--- src/rtl/fetch_stage.sv ---
// fetch_stage
//   Producer side of the IF/ID pipe. Owns the PC, issues instruction-memory
//   reads, and presents the fetched instruction and its next-PC to IF/ID along
//   with IF/ID's enable and flush. A one-entry hold buffer absorbs hazard-unit
//   stalls. Branch/jump redirects that arrive while a read is still in flight
//   are parked until that read returns.
//
// Ports
//   CLK          in   1   clock, rising edge
//   RST          in   1   asynchronous reset, active-high
//   imemREN      out  1   instruction read request, held until ihit
//   imemaddr     out  32  read address, stable while a request is open
//   ihit         in   1   read completes this cycle, imemload valid
//   imemload     in   32  instruction word
//   stall        in   1   IF/ID must not load this cycle
//   redirect     in   1   taken branch/jump, restart fetch at redirect_pc
//   redirect_pc  in   32  redirect target (bits [1:0] forced to zero)
//   halt         in   1   stop fetching until reset
//   ifid_instr   out  32  IF/ID instruction input
//   ifid_npc     out  32  IF/ID next-PC input (instruction address + 4)
//   ifid_en      out  1   IF/ID load enable
//   ifid_flush   out  1   IF/ID flush
module fetch_stage #(
    parameter logic [31:0] PC_INIT = 32'h0000_0000
) (
    input  logic        CLK,
    input  logic        RST,
    output logic        imemREN,
    output logic [31:0] imemaddr,
    input  logic        ihit,
    input  logic [31:0] imemload,
    input  logic        stall,
    input  logic        redirect,
    input  logic [31:0] redirect_pc,
    input  logic        halt,
    output logic [31:0] ifid_instr,
    output logic [31:0] ifid_npc,
    output logic        ifid_en,
    output logic        ifid_flush
);

    typedef enum logic [2:0] {
        BOOT   = 3'd0,
        FETCH  = 3'd1,
        HOLD   = 3'd2,
        DRAIN  = 3'd3,
        HALTED = 3'd4
    } state_t;

    state_t      state_reg, state_next;
    logic [31:0] pc_reg, pc_next;
    logic [31:0] buf_reg, buf_next;
    logic [31:0] tgt_reg, tgt_next;
    logic        halt_reg, halt_next;

    logic [31:0] pc_plus4;
    logic [31:0] redirect_word;
    logic        active;
    logic        halting;

    assign pc_plus4      = pc_reg + 32'd4;
    assign redirect_word = redirect_pc & 32'hFFFF_FFFC;

    // BOOT and HALTED ignore redirect and halt entirely.
    assign active  = (state_reg == FETCH) || (state_reg == HOLD) || (state_reg == DRAIN);
    // A halt seen once stays in force until reset.
    assign halting = halt || halt_reg;

    // Output decode. The IF/ID side is combinational so a hit is captured on
    // the same edge the memory returns it.
    always_comb begin
        imemREN    = 1'b0;
        imemaddr   = pc_reg;
        ifid_instr = 32'd0;
        ifid_npc   = pc_plus4;
        ifid_en    = 1'b0;
        ifid_flush = active && redirect;
        case (state_reg)
            FETCH: begin
                imemREN    = 1'b1;
                ifid_instr = imemload;
                ifid_en    = ihit && !stall && !redirect && !halting;
            end
            HOLD: begin
                ifid_instr = buf_reg;
                ifid_en    = !stall && !redirect && !halting;
            end
            DRAIN: begin
                // The old read cannot be cancelled; keep it open until it lands.
                imemREN = 1'b1;
            end
            default: begin
            end
        endcase
    end

    // Next-state logic. Halt outranks redirect, which outranks normal flow.
    always_comb begin
        state_next = state_reg;
        pc_next    = pc_reg;
        buf_next   = buf_reg;
        tgt_next   = tgt_reg;
        halt_next  = halt_reg || (halt && active);
        case (state_reg)
            BOOT: begin
                state_next = FETCH;
            end
            FETCH: begin
                if (halting) begin
                    if (ihit) begin
                        state_next = HALTED;
                    end
                end else if (redirect) begin
                    if (ihit) begin
                        pc_next = redirect_word;
                    end else begin
                        tgt_next   = redirect_word;
                        state_next = DRAIN;
                    end
                end else if (ihit) begin
                    if (stall) begin
                        buf_next   = imemload;
                        state_next = HOLD;
                    end else begin
                        pc_next = pc_plus4;
                    end
                end
            end
            HOLD: begin
                if (halting) begin
                    state_next = HALTED;
                end else if (redirect) begin
                    pc_next    = redirect_word;
                    state_next = FETCH;
                end else if (!stall) begin
                    pc_next    = pc_plus4;
                    state_next = FETCH;
                end
            end
            DRAIN: begin
                if (halting) begin
                    if (ihit) begin
                        state_next = HALTED;
                    end
                end else if (redirect) begin
                    // Latest redirect wins over any parked target.
                    tgt_next = redirect_word;
                    if (ihit) begin
                        pc_next    = redirect_word;
                        state_next = FETCH;
                    end
                end else if (ihit) begin
                    pc_next    = tgt_reg;
                    state_next = FETCH;
                end
            end
            default: begin
                state_next = HALTED;
            end
        endcase
    end

    always_ff @(posedge CLK or posedge RST) begin
        if (RST) begin
            state_reg <= BOOT;
            pc_reg    <= PC_INIT;
            buf_reg   <= 32'd0;
            tgt_reg   <= 32'd0;
            halt_reg  <= 1'b0;
        end else begin
            state_reg <= state_next;
            pc_reg    <= pc_next;
            buf_reg   <= buf_next;
            tgt_reg   <= tgt_next;
            halt_reg  <= halt_next;
        end
    end

endmodule

--- config.mk ---
export PLATFORM = sky130hd
export DESIGN_NAME = fetch_stage
export DESIGN_NICKNAME = d
export VERILOG_FILES = /design/src/rtl/fetch_stage.sv
export SDC_FILE = /design/constraint.sdc
export NUM_CORES = 1
export LEC_CHECK = 0
export CORE_UTILIZATION = 55
export DETAILED_ROUTE_END_ITERATION = 7
export GPL_TIMING_DRIVEN = 0
export PLACE_DENSITY = 0.87
export SLEW_MARGIN = 20
export SYNTH_ARGS = -nofsm -noshare
export SYNTH_HDL_FRONTEND = slang
export SYNTH_SLANG_ARGS = --single-unit
export TNS_END_PERCENT = 50
--- constraint.sdc ---
create_clock -name CLK -period 10.11 [get_ports CLK]
set_input_delay 2.022 -clock CLK [delete_from_list [all_inputs] [get_ports CLK]]
set_output_delay 2.022 -clock CLK [all_outputs]
set_load 0.02 [all_outputs]
==> impl_metrics.yaml <==
global_route:
  grtUsageTotal_pct: 42.92
  grt_remaining_overflow: 0
  antenna_found_initial: 0
  use_met2_pct: 64.95
  use_met1_pct: 54.16
  grt_max_degree: 66
  use_met3_pct: 13.65
  grt_busiest_layer: "met2"
  grt_pass1_wl_um: 42700
  grt_pass1_vias: 7611
setup_path:
  cp_cell_sequence: "clkbuf_1 > buf_2 > buf_2 > buf_1 > buf_2 > and2_1 > clkdlybuf4s50_1"
  crit_end: "ifid_flush"
  cp.required_ns: 8.09
  regToRegStartpoint: "state_reg[0]"
  max_stage_delay_ns: 0.66
  worst-path-max-fanout: 10
  r2r_cells: 5
  crit_path_frequent_cell: "buf_2"
  start_kind: "input port"
  end_kind: "primary output"
  crit_arrival_ns: 4.83
  critPathLaunch: "redirect"
  crit_type: "input port to primary output"
  r2r-end: "imemaddr[20]"
  critPathSlowestCell: "buf_1"
  rrSetupSlack_ns: 7.15
timing:
  skew_ns: 0.007151
  slew_violations: 0
  tightest_slew_ns: 0.9445
  hold_viol_final: 0
  slew_headroom_pct: 36.45
  finalCritPeriodShare_pct: 67.74
  rsz0062_at_grt: "no"
  timing.fmax_mhz: 146.0
  fin_crit_ns: 6.848
  tns_ns: 0
  setup_viol: 0
clock_network:
  cts-resized-gates: 0
  cts_buffers: 9
  htreeDepth: 3
  clkLatencyLatePin_ns: 0.36
  cts_buffer_depth: 2
  holdBufCountCts: 0
  post_cts_buffers: 0
  clock_sinks: 98
  cts_tree: "yes"
  clock-root-buffer: "clkbuf_16"
  clk_pin_slew_ns: 0.07
final_layout:
  mostFrequentLayoutCell: "clkdlybuf4s50_1"
  num-nets-final: 1032
  drive_gt1_share_pct: 14.39
  diodes: 0
  layoutNonFillerInstCount: 1138
  layout_common_cells: "164 x clkdlybuf4s50_1, 98 x dfrtp_1, 71 x mux2_2"
  nFillCells: 992
  area_growth_pct: 30.88
power:
  power.internal_w: 0.001049
  p_leak_nw: 3.880
  ir_worst_vdd_uv: 106.8
  switchingPower_w: 0.0007349
  power_density_mw_per_mm2: 191.6
  combPwrFrac_pct: 48.6
  sw_frac_of_total_pct: 41.19
  seqPwrFrac_pct: 31.0
  power_frac_clock_pct: 20.5
route:
  postRouteAntennaNets: 0
  vias: 7863
  first_iter_violations: 1426
  via_per_inst: 6.909
  avgRoutedWirePerCell_um: 24.68
  wirelength_um: 28080
  drc: 0
  dr.pass1.iters: 6
logic_synthesis:
  ys_async_sr_fraction_pct: 100.0
  synthesis.nets: 856
  yosysWarningCount: 0
  ys_types: 69
  syn_area_mm2: 0.007114
  synth_seq_cells: 98
  synthFlopType: "dfrtp_1"
  syn_area_per_cell_um2: 9.063
  synth_seq_area_share_pct: 34.47
  synth_edf_count: 0
  syn_inst: 785
job:
  maxCapViolations: 0
die:
  io_pins: 169
  coreArea_mm2: 0.01262
  num_rows: 41
  start_util_pct: 56.38
  die_x_um: 115.7
  die_area_mm2: 0.01339
  die_h_um: 115.7
place:
  dp.cells: 1122
  dp_hpwl_um: 19800
  gp_congestion: 1.017
  io_buffers: 164
hold_path:
  worstHoldPathType: "flop to flop"
outcome:
  status: "finished, final reports clean"
Yosys cell counts (16+ instances only):
cell type  number  share of area [%]
clkbuf_1       38                2.0
nor3_1         20                1.4
a22o_1         39                4.8
nand2_1        45                2.4
mux2_2         71                 11
a31oi_1        16                1.4
nor2_1         46                2.4
mux2i_1        25                3.5
dfrtp_1        98                 34
nand3_1        28                2.0
o21ai_0        37                2.6
buf_2          32                2.3
a21oi_1        41                2.9
xnor2_1        19                2.3
worst max-delay path, delay by kind of cell:
| family | cells | cell delay [ns] |
|---|---|---|
| AND/OR/NAND/NOR | 1 | 0.20 |
| buffers and inverters | 6 | 2.60 |
routing by layer:
| metal | wire [um] | share of wire (%) |
|---|---|---|
| met1 | 10050 | 36 |
| met2 | 12140 | 43 |
| met3 | 4140 | 15 |
| met4 | 1759 | 6.3 |
| met5 | 0 | 0 |
logic make-up after synthesis:
family,synth area share (%)
DFF,34.47
adders and majority gates,0.1758
buffers and inverters,5.681
xor gates and xnor gates,4.186
AOI/OAI and AO/OA,24.06
and+or+nand+nor,16.36
muxes,15.07
worst min path at each step:
stage                     startpoint  cells past startpoint       end
after floorplan             halt_reg                      1  halt_reg
after global placement      halt_reg                      1  halt_reg
after detailed placement    halt_reg                      1  halt_reg
after CTS                   halt_reg                      1  halt_reg
after global routing        halt_reg                      1  halt_reg
final                       halt_reg                      1  halt_reg
area by class of cell:
class	instances	area (um2)	area share, %
Multi-Input combinational cell	593	4264	45.79
Sequential cell	98	2452	26.34
Inverter	10	42.54	0.4569
Timing Repair Buffer	165	1669	17.93
Buffer	84	366.6	3.937
Clock buffer	10	239.0	2.567
Tap cell	172	215.2	2.311
Clock inverter	6	62.56	0.6719
power by group through the flow:
stage,clock [W],sequential (W),combinational [W]
finish,0.000365,0.000552,0.000866
global route,0.000379,0.000561,0.000916
CTS,0.000364,0.000549,0.000849
detailed placement,0,0.000556,0.000846
global placement,0,0.000552,0.000831
floorplan,0,0.000596,0.000435
stage by stage:
stage / setup WS [ns] / total power [W] / cell area, um2 / hold WS, ns / util, %
6_report: 3.262 / 0.001784 / 9311 / 0.4779 / 73.79
5_1_grt: 3.249 / 0.001856 / 9311 / 0.5085 / 73.79
4_1_cts: 3.449 / 0.001762 / 9311 / 0.4799 / 73.79
3_5_place_dp: 3.472 / 0.001403 / 9010 / 0.4643 / 71.40
3_3_place_gp: 3.472 / 0.001383 / 8971 / 0.4540 / 71.09
2_1_floorplan: 4.770 / 0.001031 / 7114 / 0.4424 / -
(Power assumes the default switching activity.)
